`config.mk`:
```
export PLATFORM = sky130hd
export DESIGN_NAME = arcade_input_mapper_flat
export DESIGN_NICKNAME = d
export VERILOG_FILES = /design/src/rtl/arcade_input_mapper_if.sv /design/src/rtl/arcade_input_mapper.sv /design/src/flat_wrapper.sv
export SDC_FILE = /design/constraint.sdc
export NUM_CORES = 1
export LEC_CHECK = 0
export BUFFER_PORTS_ARGS = -buffer_cell sky130_fd_sc_hd__buf_2
export CELL_PAD_IN_SITES_DETAIL_PLACEMENT = 0
export CELL_PAD_IN_SITES_GLOBAL_PLACEMENT = 1
export CORE_AREA = 4 4 113 115
export DETAILED_ROUTE_END_ITERATION = 8
export DIE_AREA = 0 0 117 119
export MAX_ROUTING_LAYER = met4
export PLACE_DENSITY = 0.73
export SLEW_MARGIN = 30
export SYNTH_ARGS = -nofsm -noshare
export SYNTH_HDL_FRONTEND = slang
export SYNTH_SLANG_ARGS = --single-unit
```
`constraint.sdc`:
```
create_clock -name clk_sys -period 3.4 [get_ports clk_sys]
set_input_delay 0.17 -clock clk_sys [delete_from_list [all_inputs] [get_ports clk_sys]]
set_output_delay 0.17 -clock clk_sys [all_outputs]
set_load 0.05 [all_outputs]
```
`src/rtl/arcade_input_mapper_if.sv`:
```
// Bus between hps_io-side stimulus and arcade_input_mapper.
// The master drives keyboard/joystick/rotation; the slave returns cabinet controls.
interface arcade_input_mapper_if #(
  parameter int PLAYERS = 2
);
  logic [64:0]            ps2_key;
  logic [16*PLAYERS-1:0]  joy_in;
  logic [1:0]             rot;
  logic [7*PLAYERS-1:0]   ctl_out;
  logic                   kbd_active;

  modport master (
    output ps2_key, joy_in, rot,
    input  ctl_out, kbd_active
  );

  modport slave (
    input  ps2_key, joy_in, rot,
    output ctl_out, kbd_active
  );
endinterface

```
`src/rtl/arcade_input_mapper.sv`:
```
// Merges PS/2 key events and joystick words into per-player {coin,start,fire,U,D,L,R},
// with rotation and a timed coin pulse. Optional autofire enabled by defining AUTOFIRE_EN.
module arcade_input_mapper #(
  parameter int PLAYERS       = 2,
  parameter int COIN_PULSE    = 500000,
  parameter int COIN_ON_START = 1,
  parameter int AUTOFIRE_DIV  = 600000
) (
  input  logic                  clk_sys,
  input  logic                  reset,
  arcade_input_mapper_if.slave  bus
);

  localparam int CW = $clog2(COIN_PULSE) + 1;
  localparam logic [CW-1:0] COIN_LAST = CW'(COIN_PULSE - 1);

  typedef enum logic [1:0] {
    S_IDLE,
    S_PULSE,
    S_GAP
  } coin_state_t;

  // Key event decode
  logic       r_tog;
  logic       w_event;
  logic       w_pressed;
  logic       w_ext;
  logic [7:0] w_code;

  // Tracks bit 64 through reset so a stale toggle is never replayed afterwards.
  always_ff @(posedge clk_sys) begin
    r_tog <= bus.ps2_key[64];
  end

  assign w_pressed = (bus.ps2_key[15:8] != 8'hF0);
  assign w_ext     = w_pressed ? (bus.ps2_key[15:8] == 8'hE0) : (bus.ps2_key[23:16] == 8'hE0);
  assign w_code    = bus.ps2_key[7:0];
  assign w_event   = (bus.ps2_key[64] != r_tog) && (bus.ps2_key[63:24] == 40'd0);

  logic r_k_up, r_k_down, r_k_left, r_k_right, r_k_fire;
  logic r_k_start0, r_k_coin0, r_k_start1, r_k_coin1;
  logic r_kbd_active;

  always_ff @(posedge clk_sys or posedge reset) begin
    if (reset) begin
      r_k_up     <= 1'b0;
      r_k_down   <= 1'b0;
      r_k_left   <= 1'b0;
      r_k_right  <= 1'b0;
      r_k_fire   <= 1'b0;
      r_k_start0 <= 1'b0;
      r_k_coin0  <= 1'b0;
      r_k_start1 <= 1'b0;
      r_k_coin1  <= 1'b0;
    end else if (w_event) begin
      if (w_code == 8'h75) r_k_up    <= w_pressed;
      if (w_code == 8'h72) r_k_down  <= w_pressed;
      if (w_code == 8'h6B) r_k_left  <= w_pressed;
      if (w_code == 8'h74) r_k_right <= w_pressed;
      // Space and ctrl share one fire state; whichever event came last decides it.
      if (!w_ext && (w_code == 8'h29 || w_code == 8'h14)) r_k_fire <= w_pressed;
      if (!w_ext && w_code == 8'h05) r_k_start0 <= w_pressed;
      if (!w_ext && w_code == 8'h2E) r_k_coin0  <= w_pressed;
      if (PLAYERS > 1 && !w_ext && w_code == 8'h06) r_k_start1 <= w_pressed;
      if (PLAYERS > 1 && !w_ext && w_code == 8'h36) r_k_coin1  <= w_pressed;
    end
  end

  always_ff @(posedge clk_sys or posedge reset) begin
    if (reset) begin
      r_kbd_active <= 1'b0;
    end else begin
      r_kbd_active <= r_k_up | r_k_down | r_k_left | r_k_right | r_k_fire |
                      r_k_start0 | r_k_coin0 | r_k_start1 | r_k_coin1;
    end
  end

  assign bus.kbd_active = r_kbd_active;

`ifdef AUTOFIRE_EN
  localparam int AW = $clog2(AUTOFIRE_DIV) + 1;
  logic [AW-1:0] r_af_cnt;
  logic          r_af_phase;

  always_ff @(posedge clk_sys or posedge reset) begin
    if (reset) begin
      r_af_cnt   <= '0;
      r_af_phase <= 1'b0;
    end else if (r_af_cnt == AW'(AUTOFIRE_DIV - 1)) begin
      r_af_cnt   <= '0;
      r_af_phase <= ~r_af_phase;
    end else begin
      r_af_cnt   <= r_af_cnt + 1'b1;
    end
  end
`endif

  logic [6:0] w_ctl [PLAYERS];

  for (genvar gi = 0; gi < PLAYERS; gi++) begin : g_player
    logic [6:0]    w_kbd;
    logic [6:0]    w_raw;
    logic          w_fire;
    logic          w_up, w_down, w_left, w_right;
    logic          w_req;
    logic          w_unused_joy;
    logic [5:0]    r_ctl;
    logic          r_coin;
    logic          r_req_prev;
    logic          r_armed;
    logic [CW-1:0] r_cnt;
    logic [CW-1:0] w_cnt_next;
    coin_state_t   r_state;
    coin_state_t   w_state_next;

    if (gi == 0) begin : g_kbd0
      assign w_kbd = {r_k_coin0, r_k_start0, r_k_fire, r_k_up, r_k_down, r_k_left, r_k_right};
    end else if (gi == 1) begin : g_kbd1
      assign w_kbd = {r_k_coin1, r_k_start1, 5'b0};
    end else begin : g_kbdn
      assign w_kbd = 7'b0;
    end

    assign w_raw = bus.joy_in[16*gi +: 7] | w_kbd;

`ifdef AUTOFIRE_EN
    assign w_fire       = w_raw[4] | (bus.joy_in[16*gi+8] & r_af_phase);
    assign w_unused_joy = ^{bus.joy_in[16*gi+7], bus.joy_in[16*gi+9 +: 7]};
`else
    assign w_fire       = w_raw[4];
    assign w_unused_joy = ^bus.joy_in[16*gi+7 +: 9];
`endif

    // w_raw[3:0] = {U,D,L,R}
    always_comb begin
      {w_up, w_down, w_left, w_right} = w_raw[3:0];
      case (bus.rot)
        2'd1:    {w_up, w_down, w_left, w_right} = {w_raw[1], w_raw[0], w_raw[2], w_raw[3]};
        2'd2:    {w_up, w_down, w_left, w_right} = {w_raw[2], w_raw[3], w_raw[0], w_raw[1]};
        2'd3:    {w_up, w_down, w_left, w_right} = {w_raw[0], w_raw[1], w_raw[3], w_raw[2]};
        default: ;
      endcase
    end

    assign w_req = w_raw[6] | ((COIN_ON_START != 0) && w_raw[5]);

    // r_armed stays low after reset until the request has been seen released.
    always_comb begin
      w_state_next = r_state;
      w_cnt_next   = r_cnt;
      case (r_state)
        S_IDLE: begin
          if (w_req && !r_req_prev && r_armed) begin
            w_state_next = S_PULSE;
            w_cnt_next   = '0;
          end
        end
        S_PULSE: begin
          if (r_cnt == COIN_LAST) begin
            w_state_next = S_GAP;
            w_cnt_next   = '0;
          end else begin
            w_cnt_next   = r_cnt + 1'b1;
          end
        end
        S_GAP: begin
          if (r_cnt == COIN_LAST) begin
            w_state_next = S_IDLE;
            w_cnt_next   = '0;
          end else begin
            w_cnt_next   = r_cnt + 1'b1;
          end
        end
        default: begin
          w_state_next = S_IDLE;
          w_cnt_next   = '0;
        end
      endcase
    end

    always_ff @(posedge clk_sys or posedge reset) begin
      if (reset) begin
        r_state    <= S_IDLE;
        r_cnt      <= '0;
        r_coin     <= 1'b0;
        r_req_prev <= 1'b0;
        r_armed    <= 1'b0;
        r_ctl      <= '0;
      end else begin
        r_state    <= w_state_next;
        r_cnt      <= w_cnt_next;
        r_coin     <= (w_state_next == S_PULSE);
        r_req_prev <= w_req;
        r_armed    <= r_armed | ~w_req;
        r_ctl      <= {w_raw[5], w_fire, w_up, w_down, w_left, w_right};
      end
    end

    assign w_ctl[gi] = {r_coin, r_ctl};
  end

  always_comb begin
    bus.ctl_out = '0;
    for (int p = 0; p < PLAYERS; p++) begin
      bus.ctl_out[7*p +: 7] = w_ctl[p];
    end
  end

endmodule

```
`src/flat_wrapper.sv`:
```
// flat-port wrapper written by rule: the top's interface ports become plain ports
module arcade_input_mapper_flat 
#(
  parameter int PLAYERS       = 2,
  parameter int COIN_PULSE    = 500000,
  parameter int COIN_ON_START = 1,
  parameter int AUTOFIRE_DIV  = 600000
)
  (clk_sys, reset, bus_ps2_key, bus_joy_in, bus_rot, bus_ctl_out, bus_kbd_active);
  arcade_input_mapper_if #(.PLAYERS(PLAYERS)) bus_i ();
  input  logic clk_sys;
  input  logic reset;
  input wire logic [$bits(bus_i.ps2_key)-1:0] bus_ps2_key;
  input wire logic [$bits(bus_i.joy_in)-1:0] bus_joy_in;
  input wire logic [$bits(bus_i.rot)-1:0] bus_rot;
  output wire logic [$bits(bus_i.ctl_out)-1:0] bus_ctl_out;
  output wire logic [$bits(bus_i.kbd_active)-1:0] bus_kbd_active;
  assign bus_i.ps2_key = bus_ps2_key;
  assign bus_i.joy_in = bus_joy_in;
  assign bus_i.rot = bus_rot;
  assign bus_ctl_out = bus_i.ctl_out;
  assign bus_kbd_active = bus_i.kbd_active;
  arcade_input_mapper #(.PLAYERS(PLAYERS), .COIN_PULSE(COIN_PULSE), .COIN_ON_START(COIN_ON_START), .AUTOFIRE_DIV(AUTOFIRE_DIV)) u_core (.clk_sys(clk_sys), .reset(reset), .bus(bus_i));
endmodule
```
# [Word-level counts from Yosys, hierarchy flattened]
# Cells that the tools add are included.
# Widths: inputs -> output; s select.
[word_totals] input_bits=101 wordCells=119 output_inout_bits=15 ff_bits=73
[classes] addsub=2 n_reduce_logical=28 bitwise_logic=16 n_mux=23 n_eq_ne=27
[ops] op="$mux 20" n=4
[ops] op="$pmux 20 s2" n=2
[ops] op="$add 20x1->20 const B" n=2
[ops] op="$eq 20x19->1 const B" n=2
[ops] op="$logic_not 40->1" n=1
[ops] op="$eq 8x7->1 const B" n=4
[ops] op="$eq 8x6->1 const B" n=3
[ops] op="$pmux 1 s3" n=8
[ops] op="$reduce_and 2->1" n=9
[ops] op="$eq 8x3->1 const B" n=2
[ops] op="$eq 8x8->1 const B" n=2
[ops] op="$or 7x7->7" n=2
[ops] op="$mux 2" n=6
[ops] op="$or 1x1->1" n=12
[ops] op="$pmux 2 s3" n=2
[ops] op="$eq 2x1->1 const B" n=5
[ops] op="$logic_and 1x1->1" n=10
[ops] op="$eq 2x2->1 const B" n=4
[ops] op="$eq 8x5->1 const B" n=1
[ops] op="$ne 8x8->1 const B" n=1
[ops] op="$logic_not 2->1" n=2
[ops] op="$ne 2x1->1 const B" n=2
[ops] op="$reduce_or 2->1" n=2
[ops] op="$logic_not 1->1" n=3
[ops] op="other kinds (4)" n=5

# [Longest topological paths before layout]
[logic_depth] word_depth=8 ltp_mapped=7 depth_no_buf=6

# [Worst setup path after synthesis]
# OpenSTA, ideal clock, no wires.
[synth_timing] path_type="register -> register" from="register u_core.g_player[0].r_cnt[10]" to="register u_core.g_player[0].r_cnt[13]" path_stages_with_launch=8 arrival_ps=2159 synth_period_minus_slack_ps=2277 required_ps=3282 setup_time_ps=118 path_slack_ps=1123 n_path_buf=2 path_cell_list="dfrtp_1 -> or4_1 -> or4_1 -> buf_2 -> o21a_1 -> buf_6 -> a21o_1 -> a21o_1"
[synth_via] elab_chain_cells=3 elab_cells_between_ends=4 classes_between="add/sub (1); eq/ne (1); mux (2)"
[synth_rtl] element="start, declared" line_no="arcade_input_mapper.sv:111" text="logic [CW-1:0] r_cnt;"
[synth_rtl] element="start signal, assigned" line_no="arcade_input_mapper.sv:191" text="r_cnt <= w_cnt_next;"
[synth_rtl] element="$add 20x1->20 / $eq 20x19->1 (equally long branches)"
[synth_rtl] element="$mux 20 *" line_no="arcade_input_mapper.sv:159, arcade_input_mapper.sv:167"
[synth_rtl] element="$pmux 20 s2 *" line_no="arcade_input_mapper.sv:151" text="case (r_state)"
# Every way passes the cells marked *; elsewhere a longest branch is shown, timed or not.
# A chain may end at the register's enable or synchronous reset.

# [Final worst setup path]
[layout_timing] from="register u_core.g_player[0].r_cnt[10]" to="register u_core.g_player[0].r_cnt[10]"
# Same word-level chain as after synthesis.

==> metrics.yaml <==
global_route:
  grt_max_degree: 38
  grt_pass1_vias: 3620
  grt_pass1_wl_mm: 16.9
  grt_usage_pct: 15.3
  antenna_found_initial: 0
  grt.overflow.total: 0
placed_design:
  dp_cells: 666
  gp_congestion: 0.821
  portBuffers: 97
  place_hpwl_mm: 7.41
sta:
  min_period_ns: 2.65
  skew_ns: 0.00735
  relSlewSlack_pct: 49.1
  fin_setup_tns_ns: 0
  final-hold-violation-count: 35
  finalMaxSlewViolations: 0
  hold_ws_ns: -0.0222
  finalCritPeriodShare_pct: 77.9
  setup_viol: 0
  tightest_slew_ns: 0.762
  fmax_mhz: 378
  grt_setup_unrepaired: "false"
synth:
  async_reset_ff_share_pct: 98.6
  ys_types: 57
  synth_top_area_share_pct: 44.2
  avgSynthCellArea_sq_um: 9.51
  synth_warnings: 0
  synth_edf_count: 0
  syn_nets: 540
  netlist_instances: 429
  synth.cell_area_sq_um: 4080
  ys.flop_type: "dfrtp_1"
  yosys.area.top_type: "dfrtp_1"
  synth.area.top_cells: "dfrtp_1 (44%), nand2_1 (3.8%), nor4_1 (3.7%)"
  yosys_register_bits: 73
  seq_area_frac_synth_pct: 44.7
cts:
  cts-root-buf: "clkbuf_16"
  post_cts_buffers: 0
  path_clk_slew_ns: 0.06
  clk_latency_ns: 0.33
  htree_levels: 3
  clockBufferDepth: 2
  cts_tree: "done"
  cts_buffers: 9
  cts-resized-gates: 0
  cts.sinks: 73
routing:
  viasPerCell: 5.29
  vias: 3616
  drt_first_pass_iters: 4
  drc: 0
  wl_mm: 9.82
  drtIter0Drc: 120
  routedWlPerCell_um: 14.4
  ant_nets: 0
pwr:
  power.share.combinational_pct: 25.7
  leakagePower_nw: 2.24
  netSwitchingFraction_pct: 32.8
  power_density_nw_per_um2: 535
  irDropWorstVdd_uv: 416
  power.share.clock_pct: 37.6
  power_frac_seq_pct: 36.7
  power_mw: 2.71
  p_int_mw: 1.82
  p_sw_uw: 887
critical_path:
  critPathBufInv: 0
  slowest_stage: "or4_1"
  cp_top_family: "simple AND/OR/NAND/NOR gates"
  worstSetupPathType: "reg2reg"
  critical_path.max_stage_delay_ns: 0.68
  critPathMaxFanout: 11
  path_common_cell: "or4_1"
  endpoint_kind: "flop"
  crit_chain: "or4_1 > or4_1 > o21a_1 > and3_1 > a211o_1"
  cp_data_required_time_ns: 3.61
  crit_arrival_ns: 2.86
  cp-start-kind: "flop"
run_status:
  failed_checks: "negative hold slack"
  status: "complete, but fails checks"
floorplan:
  fp.coreArea_sq_um: 11800
  dieArea_sq_um: 13900
  rows: 40
  initial_core_util_pct: 34.5
  dieHeight_um: 119
  ios: 116
  die-width_um: 117
finish:
  diodes: 0
  drive_above_1_share_pct: 27.9
  syn2layout_area_growth_pct: 24.1
  nFillCells: 1145
  final_nets: 643
  final_cell_mix: "buf_2 (97), dfrtp_1 (72), nand2_1 (41)"
  fin_cells: 684
  final_common_cell: "buf_2"
flow_run:
  drv_cap: 0
hold_path:
  hold_class: "in2async"
-- logic make-up (layout without fill, tap and decap cells) --
group | after synthesis | in the layout | share of synthesized area [%]
compound gates | 72 | 72 | 11.7
buf+inv | 28 | 136 | 3.19
mux | 21 | 21 | 6.78
xor+xnor | 12 | 12 | 2.58
simple gates | 213 | 213 | 28.0
flops | 73 | 73 | 44.7
fa+ha+maj | 10 | 10 | 3.07
-- flip-flops by register name, summed over array words and instances (netlist names) --
name	cells
u_core.g_player.r_state	4
u_core.r_k_left	1
u_core.g_player.r_coin	2
u_core.r_k_coin0	1
u_core.r_k_start0	1
u_core.r_k_start1	1
u_core.r_k_coin1	1
u_core.r_k_up	1
u_core.g_player.r_ctl	12
u_core.bus.kbd_active	1
u_core.g_player.r_armed	2
u_core.g_player.r_req_prev	2
u_core.r_k_fire	1
u_core.r_tog	1
u_core.r_k_right	1
u_core.r_k_down	1
u_core.g_player.r_cnt	40
-- Yosys cell counts, types with 3 or more instances --
cell type and n:
clkbuf_1 7, and3_1 7, o311ai_0 6, nand2b_1 5, o21ai_0 22, a21oi_1 11, or4_1 7, nor2_1 34
nor2b_1 6, or3_1 6, nand4_1 19, or2_2 6, ha_1 10, a22o_1 3, mux2_2 13, xor2_1 10
nor4_1 24, mux4_2 4, a31oi_1 6, nand2_1 41, a21o_1 4, dfrtp_1 72, inv_1 15, o21a_1 4
and4_1 3, mux2i_1 4, nand4b_1 3, nor3_1 13, nand3_1 28
-- power groups by stage --
stage               Combinational, mW  Sequential (mW)  Clock [mW]
finish                          0.696            0.994        1.02
global route                    0.776             1.00        1.09
CTS                             0.701            0.994        1.04
detailed placement              0.697             1.01           0
global placement                0.690             1.01           0
floorplan                       0.473             1.04           0
-- worst reg2reg max path, cell delays in order, from the launching register on --
cell and delay [ns]:
dfrtp_1 0.44, or4_1 0.51, or4_1 0.68, o21a_1 0.40, and3_1 0.25, a211o_1 0.26
-- per-stage QoR --
stage                     util (%)  cell area (sq um)  worst slack, ns  hold WS [ns]
final                         42.8               5060            0.753       -0.0222
after global routing          42.8               5060            0.597        0.0380
after CTS                     42.8               5060            0.744       0.00461
after detailed placement      39.9               4720            0.756         0.290
after global placement        39.9               4720            0.789         0.280
after floorplan                  -               4080             1.12         0.198
-- layer usage --
metal / global-route usage, % / vias to the layer above / wire length, um
met1: 19.8 / 1717 / 4540
met2: 24.0 / 72 / 4740
met5: - / - / 0
met4: 4.95 / 0 / 150
li1: - / 1816 / -
met3: 3.05 / 11 / 383
-- area by class of cell --
cell class	count	area, sq um	area share, %
multi-input cells	328	2130	42.0
flip-flops and latches	73	1820	36.0
repair buffers	105	551	10.9
clock buffers	11	243	4.80
well taps	147	184	3.64
clock inverters	5	78.8	1.56
inverters	15	56.3	1.11
-- final timing paths --
| kind | start | end | slack, ns | cells past startpoint |
|---|---|---|---|---|
| hold reg to reg | u_core.g_player[1].r_armed$_DFF_PP0_ | u_core.g_player[1].r_armed$_DFF_PP0_ | 0.47 | 1 |
| setup reg to reg | u_core.g_player[0].r_cnt[10]$_DFFE_PP0P_ | u_core.g_player[0].r_cnt[10]$_DFFE_PP0P_ | 0.75 | 5 |
| hold / removal | reset | u_core.g_player[1].r_armed$_DFF_PP0_ | -0.02 | 2 |
| min in group clk_sys | bus_joy_in[4] | u_core.g_player[0].r_ctl[4]$_DFF_PP0_ | 0.04 | 2 |
| setup / recovery | u_core.g_player[0].r_cnt[10]$_DFFE_PP0P_ | u_core.g_player[0].r_cnt[10]$_DFFE_PP0P_ | 0.75 | 5 |
| max in group asynchronous | reset | u_core.g_player[0].r_cnt[10]$_DFFE_PP0P_ | 2.65 | 3 |
-- timing repair --
| action | CTS | global route |
|---|---|---|
| endpoints found under the hold margin | 2 | 0 |
| setup endpoints to repair | 0 | 0 |
| hold buffers | 2 | 0 |
Note: power is estimated with default switching activity, not from simulation.
